File: src/rtl/break_scan_controller_pkg.sv
`default_nettype none
// ============================================================================
// Package     : sat_pkg
// Description : Shared types and helpers for the WalkSAT break-value scan
//               controller (state encoding, width helpers, all-ones value).
// Revision    : 1.0 - initial release
// ============================================================================
package sat_pkg;

  // Scan sequencer states, explicit 2-bit encoding
  typedef enum logic [1:0] {
    S_IDLE = 2'd0,
    S_FIND = 2'd1,
    S_REQ  = 2'd2,
    S_DONE = 2'd3
  } state_t;

  // Break-value width: must hold every value 0..n (all clauses broken)
  function automatic int bv_width(input int n);
    return $clog2(n + 1);
  endfunction

  // Slot index width, never narrower than one bit
  function automatic int lit_width(input int n);
    return (n <= 2) ? 1 : $clog2(n);
  endfunction

  // Wide all-ones pattern, sliced down to the break-value width by users
  localparam logic [31:0] c_bv_all_ones = 32'hFFFF_FFFF;

endpackage : sat_pkg
`default_nettype wire

File: src/rtl/break_scan_controller_if.sv
`default_nettype none
// ============================================================================
// Interface   : break_scan_controller_if
// Description : Request/response channel between the break-scan controller
//               (master) and the clause evaluators (slave).
// Revision    : 1.0 - initial release
// ============================================================================
interface break_scan_controller_if
  import sat_pkg::*;
#(
  parameter int NUM_CLAUSES = 20,
  parameter int NUM_LITS    = 3
);
  localparam int LIT_W = lit_width(NUM_LITS);

  logic                   eval_req_o;
  logic [LIT_W-1:0]       eval_lit_o;
  logic                   eval_valid_i;
  logic [NUM_CLAUSES-1:0] clause_broken_i;
  logic [NUM_CLAUSES-1:0] mask_bits_i;

  modport master (
    output eval_req_o, eval_lit_o,
    input  eval_valid_i, clause_broken_i, mask_bits_i
  );

  modport slave (
    input  eval_req_o, eval_lit_o,
    output eval_valid_i, clause_broken_i, mask_bits_i
  );
endinterface : break_scan_controller_if
`default_nettype wire

File: src/rtl/break_scan_controller_popcount.sv
`default_nettype none
// ============================================================================
// Module      : break_popcount
// Description : Combinational masked popcount of the clause-broken vector.
//               Output width holds the all-broken count without wrapping.
// Revision    : 1.0 - initial release
// ============================================================================
module break_popcount #(
  parameter int NUM_CLAUSES = 20,
  parameter int BV_W        = 5
) (
  input  wire logic [NUM_CLAUSES-1:0] i_broken,
  input  wire logic [NUM_CLAUSES-1:0] i_mask,
  output logic      [BV_W-1:0]        o_count
);

  // Count clauses that are both broken and present in the clause table
  always_comb begin
    o_count = '0;
    for (int i = 0; i < NUM_CLAUSES; i++) begin
      o_count = o_count + BV_W'(i_broken[i] & i_mask[i]);
    end
  end

endmodule : break_popcount
`default_nettype wire

File: src/rtl/break_scan_controller.sv
`default_nettype none
// ============================================================================
// Module      : break_scan_controller
// Description : Walks the valid literal slots of one unsatisfied clause,
//               requests each slot's broken vector, and keeps the slot with
//               the minimum masked break value (ties keep the lower index).
//               Optional macro FREEBIE_EXIT_EN: finish the scan as soon as a
//               slot with zero break value is found.
// Revision    : 1.0 - initial release
// ============================================================================
module break_scan_controller
  import sat_pkg::*;
#(
  parameter  int NUM_CLAUSES = 20,
  parameter  int NUM_LITS    = 3,
  localparam int LIT_W       = lit_width(NUM_LITS),
  localparam int BV_W        = bv_width(NUM_CLAUSES)
) (
  input  wire logic                clk,
  input  wire logic                reset,
  input  wire logic                start_i,
  input  wire logic                abort_i,
  input  wire logic [NUM_LITS-1:0] cand_valid_i,
  break_scan_controller_if.master  eval_if,
  output logic                     busy_o,
  output logic                     done_o,
  output logic                     sel_valid_o,
  output logic [LIT_W-1:0]         sel_lit_o,
  output logic [BV_W-1:0]          sel_break_o
);

  localparam logic [BV_W-1:0] c_bv_ones = c_bv_all_ones[BV_W-1:0];

  state_t               r_state;
  state_t               w_state_next;
  logic [NUM_LITS-1:0]  r_pend;
  logic [LIT_W-1:0]     r_eval_lit;
  logic [BV_W-1:0]      r_best_bv;
  logic [LIT_W-1:0]     r_best_lit;
  logic                 r_best_valid;
  logic [BV_W-1:0]      r_sel_bv;
  logic [LIT_W-1:0]     r_sel_lit;
  logic                 r_sel_valid;

  logic [BV_W-1:0]      w_bv;
  logic                 w_hs;
  logic                 w_better;
  logic                 w_freebie;
  logic [LIT_W-1:0]     w_first_lit;
  logic [NUM_LITS-1:0]  w_lit_onehot;
  logic [BV_W-1:0]      w_best_bv_n;
  logic [LIT_W-1:0]     w_best_lit_n;
  logic                 w_best_valid_n;

  break_popcount #(
    .NUM_CLAUSES (NUM_CLAUSES),
    .BV_W        (BV_W)
  ) u_popcount (
    .i_broken (eval_if.clause_broken_i),
    .i_mask   (eval_if.mask_bits_i),
    .o_count  (w_bv)
  );

  // A response only counts while a request is actually outstanding
  assign w_hs         = (r_state == S_REQ) && eval_if.eval_valid_i;
  assign w_better     = w_hs && (!r_best_valid || (w_bv < r_best_bv));
  assign w_lit_onehot = NUM_LITS'(1) << r_eval_lit;

`ifdef FREEBIE_EXIT_EN
  assign w_freebie = w_hs && (w_bv == '0);
`else
  assign w_freebie = 1'b0;
`endif

  // Best candidate including the response completing this cycle
  always_comb begin
    w_best_bv_n    = r_best_bv;
    w_best_lit_n   = r_best_lit;
    w_best_valid_n = r_best_valid;
    if (w_better) begin
      w_best_bv_n    = w_bv;
      w_best_lit_n   = r_eval_lit;
      w_best_valid_n = 1'b1;
    end
  end

  // Lowest-index pending slot
  always_comb begin
    w_first_lit = '0;
    for (int i = NUM_LITS - 1; i >= 0; i--) begin
      if (r_pend[i]) begin
        w_first_lit = LIT_W'(i);
      end
    end
  end

  // State register
  always_ff @(posedge clk or posedge reset) begin
    if (reset) begin
      r_state <= S_IDLE;
    end else begin
      r_state <= w_state_next;
    end
  end

  // Next-state logic; abort overrides everything outside IDLE
  always_comb begin
    w_state_next = r_state;
    case (r_state)
      S_IDLE: if (start_i && !abort_i) w_state_next = S_FIND;
      S_FIND: w_state_next = (r_pend == '0) ? S_DONE : S_REQ;
      S_REQ:  if (w_hs) w_state_next = w_freebie ? S_DONE : S_FIND;
      S_DONE: w_state_next = S_IDLE;
      default: w_state_next = S_IDLE;
    endcase
    if (abort_i && (r_state != S_IDLE)) begin
      w_state_next = S_IDLE;
    end
  end

  // Scan datapath: pending mask, evaluated slot, running best, result
  always_ff @(posedge clk or posedge reset) begin
    if (reset) begin
      r_pend       <= '0;
      r_eval_lit   <= '0;
      r_best_bv    <= c_bv_ones;
      r_best_lit   <= '0;
      r_best_valid <= 1'b0;
      r_sel_bv     <= c_bv_ones;
      r_sel_lit    <= '0;
      r_sel_valid  <= 1'b0;
    end else begin
      if ((r_state == S_IDLE) && (w_state_next == S_FIND)) begin
        r_pend       <= cand_valid_i;
        r_best_bv    <= c_bv_ones;
        r_best_lit   <= '0;
        r_best_valid <= 1'b0;
      end
      if ((r_state == S_FIND) && (w_state_next == S_REQ)) begin
        r_eval_lit <= w_first_lit;
      end
      if ((r_state == S_REQ) && w_hs && !abort_i) begin
        r_pend       <= r_pend & ~w_lit_onehot;
        r_best_bv    <= w_best_bv_n;
        r_best_lit   <= w_best_lit_n;
        r_best_valid <= w_best_valid_n;
      end
      if ((w_state_next == S_DONE) && (r_state != S_DONE)) begin
        r_sel_bv    <= w_best_bv_n;
        r_sel_lit   <= w_best_lit_n;
        r_sel_valid <= w_best_valid_n;
      end
    end
  end

  // Outputs decoded from the current state and result registers
  always_comb begin
    busy_o             = (r_state != S_IDLE);
    done_o             = (r_state == S_DONE);
    eval_if.eval_req_o = (r_state == S_REQ);
    eval_if.eval_lit_o = r_eval_lit;
    sel_valid_o        = r_sel_valid;
    sel_lit_o          = r_sel_lit;
    sel_break_o        = r_sel_bv;
  end

endmodule : break_scan_controller
`default_nettype wire

File: src/flat_wrapper.sv
// flat-port wrapper written by rule: the top's interface ports become plain ports
module break_scan_controller_flat import sat_pkg::*;
#(
  parameter  int NUM_CLAUSES = 20,
  parameter  int NUM_LITS    = 3,
  localparam int LIT_W       = lit_width(NUM_LITS),
  localparam int BV_W        = bv_width(NUM_CLAUSES)
)
  (clk, reset, start_i, abort_i, cand_valid_i, busy_o, done_o, sel_valid_o, sel_lit_o, sel_break_o, eval_if_eval_req_o, eval_if_eval_lit_o, eval_if_eval_valid_i, eval_if_clause_broken_i, eval_if_mask_bits_i);
  break_scan_controller_if #(.NUM_CLAUSES(NUM_CLAUSES), .NUM_LITS(NUM_LITS)) eval_if_i ();
  input  wire logic clk;
  input  wire logic reset;
  input  wire logic start_i;
  input  wire logic abort_i;
  input  wire logic [NUM_LITS-1:0] cand_valid_i;
  output logic busy_o;
  output logic done_o;
  output logic sel_valid_o;
  output logic [LIT_W-1:0] sel_lit_o;
  output logic [BV_W-1:0] sel_break_o;
  output wire logic [$bits(eval_if_i.eval_req_o)-1:0] eval_if_eval_req_o;
  output wire logic [$bits(eval_if_i.eval_lit_o)-1:0] eval_if_eval_lit_o;
  input wire logic [$bits(eval_if_i.eval_valid_i)-1:0] eval_if_eval_valid_i;
  input wire logic [$bits(eval_if_i.clause_broken_i)-1:0] eval_if_clause_broken_i;
  input wire logic [$bits(eval_if_i.mask_bits_i)-1:0] eval_if_mask_bits_i;
  assign eval_if_eval_req_o = eval_if_i.eval_req_o;
  assign eval_if_eval_lit_o = eval_if_i.eval_lit_o;
  assign eval_if_i.eval_valid_i = eval_if_eval_valid_i;
  assign eval_if_i.clause_broken_i = eval_if_clause_broken_i;
  assign eval_if_i.mask_bits_i = eval_if_mask_bits_i;
  break_scan_controller #(.NUM_CLAUSES(NUM_CLAUSES), .NUM_LITS(NUM_LITS)) u_core (.clk(clk), .reset(reset), .start_i(start_i), .abort_i(abort_i), .cand_valid_i(cand_valid_i), .eval_if(eval_if_i), .busy_o(busy_o), .done_o(done_o), .sel_valid_o(sel_valid_o), .sel_lit_o(sel_lit_o), .sel_break_o(sel_break_o));
endmodule
File: config.mk
export PLATFORM = sky130hd
export DESIGN_NAME = break_scan_controller_flat
export DESIGN_NICKNAME = d
export VERILOG_FILES = /design/src/rtl/break_scan_controller_pkg.sv /design/src/rtl/break_scan_controller_if.sv /design/src/rtl/break_scan_controller_popcount.sv /design/src/rtl/break_scan_controller.sv /design/src/flat_wrapper.sv
export SDC_FILE = /design/constraint.sdc
export NUM_CORES = 1
export LEC_CHECK = 0
export ABC_AREA = 0
export CAP_MARGIN = 10
export CORE_MARGIN = 2
export CORE_UTILIZATION = 49
export DETAILED_ROUTE_END_ITERATION = 8
export GPL_TIMING_DRIVEN = 0
export PLACE_DENSITY = 0.91
export SETUP_SLACK_MARGIN = 0.3
export SLEW_MARGIN = 10
export SYNTH_ARGS = -nofsm -noshare
export SYNTH_HDL_FRONTEND = slang
export SYNTH_HIERARCHICAL = 1
export SYNTH_SLANG_ARGS = --single-unit
File: constraint.sdc
create_clock -name clk -period 2.8 [get_ports clk]
set_input_delay 0.7 -clock clk [delete_from_list [all_inputs] [get_ports clk]]
set_output_delay 0.7 -clock clk [all_outputs]
set_load 0.01 [all_outputs]
### Word-level counts from Yosys, hierarchy flattened

Cells that the tools add are included.

| storage, ports and cells | value |
|---|---|
| bits in registers | 23 |
| logic and storage cells | 94 |

| operators by class | value |
|---|---|
| add/subtract/negate cells | 19 |
| $lt $le $gt $ge | 1 |
| equal/unequal tests | 7 |
| shifts and indexed selects | 1 |
| muxes and demuxes | 19 |
| bitwise logic cells | 22 |
| reductions and logical operators | 16 |

Operators by type and width:

| operator | number |
|---|---|
| adder 5 x 1 -> 5 bit | 19 |
| bitwise AND 1 bit | 20 |
| 2-to-1 mux 2 bit | 9 |
| 2-to-1 mux 5 bit | 3 |
| logical AND 1 bit | 9 |
| equality test 2 bit, second input constant | 4 |
| one-hot mux 2 bit (4 select lines) | 1 |
| 2-to-1 mux 3 bit | 2 |
| less-than comparator 5 bit | 1 |
| equality test 2 x 1 -> 1 bit, second input constant | 2 |
| 2-to-1 mux 1 bit | 4 |
| nonzero test 2 bit | 2 |
| bitwise AND 3 bit | 1 |
| zero test 3 bit | 1 |
| NOT 3 bit | 1 |
| << shifter 1 x 2 -> 3 bit, first input constant | 1 |
| zero test 1 bit | 2 |
| zero test 2 bit | 1 |
| inequality test 2 bit, second input constant | 1 |
| logical OR 1 bit | 1 |

### Logic depth before layout (Yosys ltp)

Gate-level depths: netlist of run 1.

| logic depth | value |
|---|---|
| depth in word-level cells | 25 |
| depth in mapped cells | 18 |
| depth with buffers taken out | 18 |

### Modules after synthesis

Netlist of run 1, hierarchy kept.

By module, submodules not included:

| module | times used | cells an instance | area each (um2) | sequential area each (um2) |
|---|---|---|---|---|
| break_scan_controller | 1 | 105 | 1199.9 | 588.1 |
| break_popcount | 1 | 61 | 556.8 | 0.0 |

### Least setup slack after synthesis of run 1

OpenSTA, ideal clock, no wires.

| timing | value |
|---|---|
| kind | input to register |
| start point | input port eval_if_clause_broken_i[16] |
| end point | register u_core.r_best_bv[4] |
| library setup time | 0.085 ns |
| data arrival time | 5.579 ns |
| slack | -2.864 ns |
| cell stages on the path | 18 |
| cells stage by stage | and2_1 fa_1 inv_1 fa_1 fa_1 fa_1 inv_1 fa_1 ha_1 inv_1 fa_1 inv_1 a21oi_1 o21bai_1 ha_1 a21o_1 a221oi_4 mux2_1 |

| between the ends | value |
|---|---|
| longest elaborated chain between the ends | 10 |

Ends and longest elaborated chain:

| item | line | source |
|---|---|---|
| start: declaration | flat_wrapper.sv:24 | `input wire logic [$bits(eval_if_i.clause_broken_i)-1:0] eval_if_clause_broken_i;` |
| bitwise AND 1 bit * | break_scan_controller_popcount.sv:21 | `o_count = o_count + BV_W'(i_broken[i] & i_mask[i]);` |
| adder 5 x 1 -> 5 bit * (4 in series) | break_scan_controller_popcount.sv:21 |  |
| net u_core.w_bv[4] | break_scan_controller.sv:45 | `logic [BV_W-1:0] w_bv;` |
| less-than comparator 5 bit | break_scan_controller.sv:66 | `assign w_better = w_hs && (!r_best_valid \|\| (w_bv < r_best_bv));` |
| logical OR 1 bit | break_scan_controller.sv:66 |  |
| logical AND 1 bit | break_scan_controller.sv:66 |  |
| 2-to-1 mux 5 bit * | break_scan_controller.sv:80 | `if (w_better) begin` |
| 2-to-1 mux 5 bit * | break_scan_controller.sv:142 | `if ((r_state == S_REQ) && w_hs && !abort_i) begin` |
| end signal: assignment | break_scan_controller.sv:126 | `r_best_bv <= c_bv_ones;` |
| end signal: assignment | break_scan_controller.sv:135 | `r_best_bv <= c_bv_ones;` |
| end signal: assignment | break_scan_controller.sv:144 | `r_best_bv <= w_best_bv_n;` |
| end: declaration | break_scan_controller.sv:38 | `logic [BV_W-1:0] r_best_bv;` |

The timed path passes the listed nets; every way through them passes the cells marked *.
A chain may end at the register's enable or synchronous reset.

### Worst setup path in the final report of run 1

| timing | value |
|---|---|
| start point | input port eval_if_clause_broken_i[3] |
| end point | register u_core.r_best_bv[2] |

| between the ends | value |
|---|---|
| longest elaborated chain between the ends | 23 |

Ends and longest elaborated chain:

| item | line |
|---|---|
| bitwise AND 1 bit | break_scan_controller_popcount.sv:21 |
| adder 5 x 1 -> 5 bit (17 in series) | break_scan_controller_popcount.sv:21 |
| net u_core.w_bv[4] | break_scan_controller.sv:45 |
| less-than comparator 5 bit | break_scan_controller.sv:66 |
| logical OR 1 bit | break_scan_controller.sv:66 |
| logical AND 1 bit | break_scan_controller.sv:66 |
| 2-to-1 mux 5 bit | break_scan_controller.sv:80 |
| 2-to-1 mux 5 bit | break_scan_controller.sv:142 |

The timed path passes the listed nets, and every way through them passes these cells.

==> results.sh, run 1 <==
export IMPL_status="complete, but fails checks"
export IMPL_violations="setup timing"
export IMPL_syn_to_final_growth_pct=42.95
export IMPL_clk_pin_slew_ps=120
export IMPL_die_w_microns=63.88
export IMPL_grt_pass1_vias=1411
export IMPL_grt_max_degree=24
export IMPL_place_congestion=0.7867
export IMPL_final_hold_viol_count=0
export IMPL_period_minus_slack_ps=5475
export IMPL_antenna_found_initial=0
export IMPL_overflow=0
export IMPL_arrival_ps=5730
export IMPL_cp_start_kind="input pin"
export IMPL_synth_seq_cells=23
export IMPL_timing_rr_start="u_core/r_best_bv[2]"
export IMPL_p_per_area_nw_per_um2=674.4
export IMPL_io_pins=61
export IMPL_grt_total_usage_pct=18.73
export IMPL_drive_above_1_share_pct=25.74
export IMPL_hold_slack_ps=477.0
export IMPL_peakVddDrop_mv=0.4577
export IMPL_drt_wirelength_per_cell_microns=12.79
export IMPL_cts_tree="yes"
export IMPL_reg2reg_to="u_core/r_best_bv[2]"
export IMPL_synth_cell_types=36
export IMPL_drt_pass1_iter_count=4
export IMPL_tightest_slew_ps=830.8
export IMPL_slew_headroom_pct=44.55
export IMPL_ff2ff_setup_slack_ps=840
export IMPL_cp_max_fo=5
export IMPL_diodes=0
export IMPL_worst_slack_ps=-2675
export IMPL_synthMuxAreaShare_pct=7.407
export IMPL_rsz0062_at_grt="yes"
export IMPL_hold_buffers=0
export IMPL_multiInputGateArea_sq_um=1096
export IMPL_vias=1370
export IMPL_worst_setup_path_type="in -> reg"
export IMPL_dpl_hpwl_microns=2905
export IMPL_synth_net_count=239
export IMPL_critPathRequiredTime_ps=3060
export IMPL_max_cap_violations=0
export IMPL_cts_buffer_depth=2
export IMPL_setup_viol=7
export IMPL_cts_htree_levels=1
export IMPL_clock_latency_ps=320
export IMPL_synth_simple_area_share_pct=16.10
export IMPL_nFillCells=235
export IMPL_max_clock_freq_ghz=0.1826
export IMPL_viasPerCell=4.841
export IMPL_syn_cell_area_sq_um=1757
export IMPL_slew_viol_final=0
export IMPL_drtIter0Drc=50
export IMPL_synthAdderAreaFrac_pct=23.79
export IMPL_grt_first_pass_wirelength_microns=6044
export IMPL_setup_worst_path_end_class="register"
export IMPL_design_core_area_sq_um=3390
export IMPL_drc=0
export IMPL_row_count=21
export IMPL_dieArea_sq_um=4080
export IMPL_synth_compound_area_share_pct=11.75
export IMPL_synthCells=166
export IMPL_numCtsBuffers=3
export IMPL_skew_ps=3.830
export IMPL_cp_startpoint="eval_if_clause_broken_i[3]"
export IMPL_synth_top_family_by_area="adder cells"
export IMPL_nets=311
export IMPL_final_util_pct=74.09
export IMPL_yosysSeqAreaShare_pct=33.48
export IMPL_dieHeight_microns=63.88
export IMPL_worstRegToRegCells=7
export IMPL_start_util_pct=51.83
export IMPL_finalCritPeriodShare_pct=195.6
export IMPL_cts_root_buf="clkbuf_4"
export IMPL_p_leak_uw=0.001208
export IMPL_ys_warn_count=6
export IMPL_port_buffers=60
export IMPL_wl_microns=3620
export IMPL_fin_tns_setup_ps=-18410
export IMPL_synthXorXnorAreaFrac_pct=0.9972
export IMPL_synth_avg_cell_area_sq_um=10.58
export IMPL_final_cell_area_sq_um=2511
export IMPL_regArea_sq_um=588.1
export IMPL_cp_endpoint="u_core/r_best_bv[2]"
export IMPL_placed_cell_area_sq_um=2437
export IMPL_hp_class="reg -> reg"
export IMPL_drtAntennaViolNets=0
export IMPL_cts_sinks=23
## area by class of cell
type | count | share of cell area [%]
Tap cell | 46 | 2.292
Inverter | 23 | 3.438
Sequential cell | 23 | 23.42
Clock inverter | 1 | 0.1993
Multi-Input combinational cell | 117 | 43.65
Clock buffer | 3 | 0.8969
Buffer | 3 | 1.096
Timing Repair Buffer | 67 | 25.01
## stage by stage
step | std cells | setup WS, ps | power [uW]
after floorplan | 166 | -2732 | 1156
after global placement | 272 | -3348 | 1437
after detailed placement | 272 | -3436 | 1488
after CTS | 281 | -2562 | 1667
after global routing | 283 | -2806 | 1848
final | 283 | -2675 | 1694
## cells in the mapped netlist, drive strengths merged
cell / n / area [sq um]
a21o: 3 / 22.52
a21oi: 7 / 38.79
a221oi: 1 / 26.28
a22o: 3 / 26.28
a32o: 1 / 10.01
and2: 7 / 43.79
and3: 1 / 6.260
buf: 3 / 27.52
dfrtp: 13 / 325.3
dfstp: 10 / 262.8
fa: 14 / 280.3
ha: 11 / 137.6
inv: 23 / 86.33
mux2: 7 / 90.08
mux2i: 4 / 40.04
nand2: 30 / 112.6
nand2b: 2 / 20.02
nand4bb: 1 / 27.53
nor2: 5 / 18.77
nor2b: 2 / 12.51
nor3b: 1 / 7.510
o21ai: 9 / 63.80
o21bai: 1 / 7.510
o32a: 1 / 11.26
or2: 2 / 12.52
or4: 1 / 11.26
or4b: 1 / 10.01
xnor2: 1 / 8.760
xor2: 1 / 8.760
## report_power, final
| part | internal [uW] | total, uW | switching, uW |
|---|---|---|---|
| registers | 461 | 530 | 69.0 |
| logic | 522 | 1010 | 490 |
| clock network | 53.5 | 151 | 97.3 |
## what timing repair did
action,in CTS,in global routing
buffers inserted,5,2
cloned,0,0
pin swaps,26,14
endpoints found under the setup margin,7,7
gates resized for setup,45,4
## state kept, by name (all words and copies together) (netlist names)
name,flops
u_core/r_pend,3
u_core/r_best_lit,2
u_core/r_best_bv,5
u_core/r_state,2
u_core/r_best_valid,1
u_core/sel_lit_o,2
u_core/eval_if.eval_lit_o,2
u_core/sel_valid_o,1
u_core/sel_break_o,5
## per-layer routing
metal  up-vias  track usage [%]  routed length, microns
met5         -                0                       0
met4         0            2.989                      31
met3         5            4.225                     125
met2        23            35.03                    1982
met1       660            22.03                    1481
li1        682                -                       -
## how the worst min path moves through the flow
stage	start	endpoint	slack [ps]	cells past startpoint
after detailed placement	u_core/sel_break_o[2]	u_core/sel_break_o[2]	460	2
after CTS	u_core/sel_break_o[2]	u_core/sel_break_o[2]	480	2
after global placement	u_core/sel_break_o[2]	u_core/sel_break_o[2]	460	2
after global routing	u_core/sel_break_o[4]	u_core/sel_break_o[4]	490	2
final	u_core/sel_break_o[2]	u_core/sel_break_o[2]	480	2
after floorplan	u_core/sel_break_o[1]	u_core/sel_break_o[1]	480	2
## kinds of logic (layout without fill, tap and decap cells)
group	count (synthesis)	in the layout
and+or+nand+nor	53	53
AOI/OAI and AO/OA	26	26
buffers and inverters	26	97
muxes	11	11
xor gates and xnor gates	2	2
adders and majority gates	25	25
DFF	23	23
## placed cells by master, fill, tap and decap left out, types with 6 or more instances in the layout
| cell type | n |
|---|---|
| buf_2 | 6 |
| buf_4 | 6 |
| clkdlybuf4s15_1 | 6 |
| clkdlybuf4s50_1 | 42 |
| dfrtp_1 | 13 |
| dfstp_2 | 10 |
| fa_1 | 13 |
| ha_1 | 10 |
| inv_1 | 20 |
| mux2_4 | 7 |
| nand2_1 | 29 |
## critical path, cell delays in order
cell,delay (ps)
buf_6,90
and2_4,150
fa_1,540
inv_2,40
fa_1,560
fa_1,440
fa_1,490
inv_1,50
fa_1,480
ha_2,180
inv_2,40
fa_2,370
inv_2,60
a21oi_2,40
o21bai_1,230
ha_1,290
a21o_1,210
a221oi_4,300
buf_6,170
mux2_4,290
Note: power is estimated with default switching activity, not from simulation.
==> run 2: changes to the inputs <==
CORE_ASPECT_RATIO = 0.8   (was default)
PLACE_DENSITY = 0.95   (was 0.91)
==> results.sh, run 2 (synthesis gave the netlist of run 1 again) <==
export IMPL_status="complete, but fails checks"
export IMPL_violations="setup timing"
export IMPL_antenna_found_initial=0
export IMPL_numCtsBuffers=3
export IMPL_wl_microns=4467
export IMPL_start_util_pct=51.32
export IMPL_period_minus_slack_ps=5567
export IMPL_grt_pass1_vias=1464
export IMPL_port_buffers=60
export IMPL_cp_start_kind="input pin"
export IMPL_hold_slack_ps=470.4
export IMPL_io_pins=61
export IMPL_setup_worst_path_end_class="register"
export IMPL_clk_pin_slew_ps=80
export IMPL_skew_ps=2.570
export IMPL_vias=1438
export IMPL_setup_viol=7
export IMPL_drtAntennaViolNets=0
export IMPL_cts_tree="yes"
export IMPL_nets=311
export IMPL_final_cells=279
export IMPL_syn_to_final_growth_pct=43.80
export IMPL_cp_max_fo=7
export IMPL_cts_sinks=23
export IMPL_layout_commonest_cell="clkdlybuf4s50_1"
export IMPL_grt_max_degree=24
export IMPL_drt_pass1_iter_count=4
export IMPL_design_core_area_sq_um=3423
export IMPL_overflow=0
export IMPL_max_clock_freq_ghz=0.1796
export IMPL_grt_total_usage_pct=21.89
export IMPL_finalCritPeriodShare_pct=198.8
export IMPL_grt_first_pass_wirelength_microns=6934
export IMPL_drive_above_1_share_pct=26.58
export IMPL_die_w_microns=70.94
export IMPL_place_congestion=0.8336
export IMPL_critPathRequiredTime_ps=2990
export IMPL_cts_buffer_depth=2
export IMPL_tightest_slew_ps=840.3
export IMPL_max_cap_violations=0
export IMPL_mostFrequentLayoutCells="clkdlybuf4s50_1 (42), nand2_1 (28), inv_1 (21)"
export IMPL_worst_slack_ps=-2767
export IMPL_drt_wirelength_per_cell_microns=16.01
export IMPL_final_hold_viol_count=0
export IMPL_row_count=19
export IMPL_worst_setup_path_type="in -> reg"
export IMPL_clock_latency_ps=260
export IMPL_slew_viol_final=0
export IMPL_rsz0062_at_grt="yes"
export IMPL_hp_class="reg -> reg"
export IMPL_diodes=0
export IMPL_viasPerCell=5.154
export IMPL_cts_root_buf="clkbuf_8"
export IMPL_dp_cells=268
export IMPL_p_per_area_nw_per_um2=713.3
export IMPL_dpl_hpwl_microns=3098
export IMPL_drtIter0Drc=56
export IMPL_dieHeight_microns=57.56
export IMPL_drc=0
export IMPL_slew_headroom_pct=43.92
export IMPL_p_leak_uw=0.001212
export IMPL_peakVddDrop_mv=0.3884
export IMPL_cts_htree_levels=1
export IMPL_dieArea_sq_um=4083
export IMPL_arrival_ps=5760
export IMPL_pre_cts_ws_ps=-3420
export IMPL_total_power_uw=1802
==> run 2: cell count changes in the layout (fill, tap and decap cells not counted), moves of 2 or more <==
| cell | before | now |
|---|---|---|
| clkbuf_8 | 0 | 3 |
| buf_2 | 6 | 8 |
| clkbuf_4 | 3 | 0 |
| dlygate4sd2_1 | 5 | 3 |
==> run 2: final timing paths <==
check	slack, ps	end	depth (start not counted)	start
min in group asynchronous	900	u_core/sel_valid_o	2	reset
hold reg to reg	470	u_core/sel_break_o[3]	2	u_core/sel_break_o[3]
hold / removal	470	u_core/sel_break_o[3]	2	u_core/sel_break_o[3]
max in group asynchronous	1380	u_core/r_best_lit[1]	2	reset
setup / recovery	-2770	u_core/r_best_bv[2]	20	eval_if_clause_broken_i[16]
setup reg to reg	730	u_core/r_best_bv[2]	7	u_core/r_best_bv[2]
==> run 2: per-layer routing <==
layer  track usage [%]  vias to the layer above  wire, microns
li1                  -                      684              -
met1             29.06                      687           1802
met2             36.58                       59           2325
met3             4.240                        8            266
met4             7.008                        0             74
met5                 0                        -              0
==> run 2: timing repair <==
item	CTS	global route
hold buffers	0	0
buffers inserted	5	2
setup endpoints to repair	7	7
gates resized for setup	45	6
pin swaps	25	14
==> run 2: worst max-delay path, cell delays in order <==
cell	delay [ps]
buf_6	90
and2_4	150
fa_1	530
inv_1	50
fa_1	500
fa_1	440
fa_1	490
inv_1	50
fa_1	480
ha_2	190
inv_2	40
fa_2	370
inv_2	80
a21oi_2	60
o21bai_1	220
ha_1	310
a21o_1	230
a221oi_4	300
buf_12	170
mux2_4	300
==> run 2: through the flow <==
| step | setup TNS (ps) | utilization, % | area [sq um] |
|---|---|---|---|
| floorplan | -18780 | - | 1779 |
| global route | -20080 | 73.79 | 2526 |
| CTS | -18540 | 72.81 | 2492 |
| detailed placement | -23700 | 71.05 | 2432 |
| finish | -19050 | 73.79 | 2526 |
| global placement | -23110 | 71.05 | 2432 |
==> run 2: cell type report <==
type                    count  area (sq um)
multi-input cells         117          1096
clock inverters             1         5.005
plain buffers               3         27.53
well taps                  42         52.55
clock buffers               3         41.29
inverters                  23         86.33
repair buffers             67         629.4
fillers                   236         897.1
flip-flops and latches     23         588.1
==> run 2: power breakdown <==
group	total (uW)	leakage, uW	internal [uW]	switching, uW
Clock	203	0.0000255	99.2	104
Combinational	1070	0.000910	531	535
Sequential	532	0.000277	462	70.0
==> run 3: changes to the inputs <==
TNS_END_PERCENT = 50   (was default)
==> results of run 3 <==
No change in the layout: final DEF, timing and power equal those of run 2.
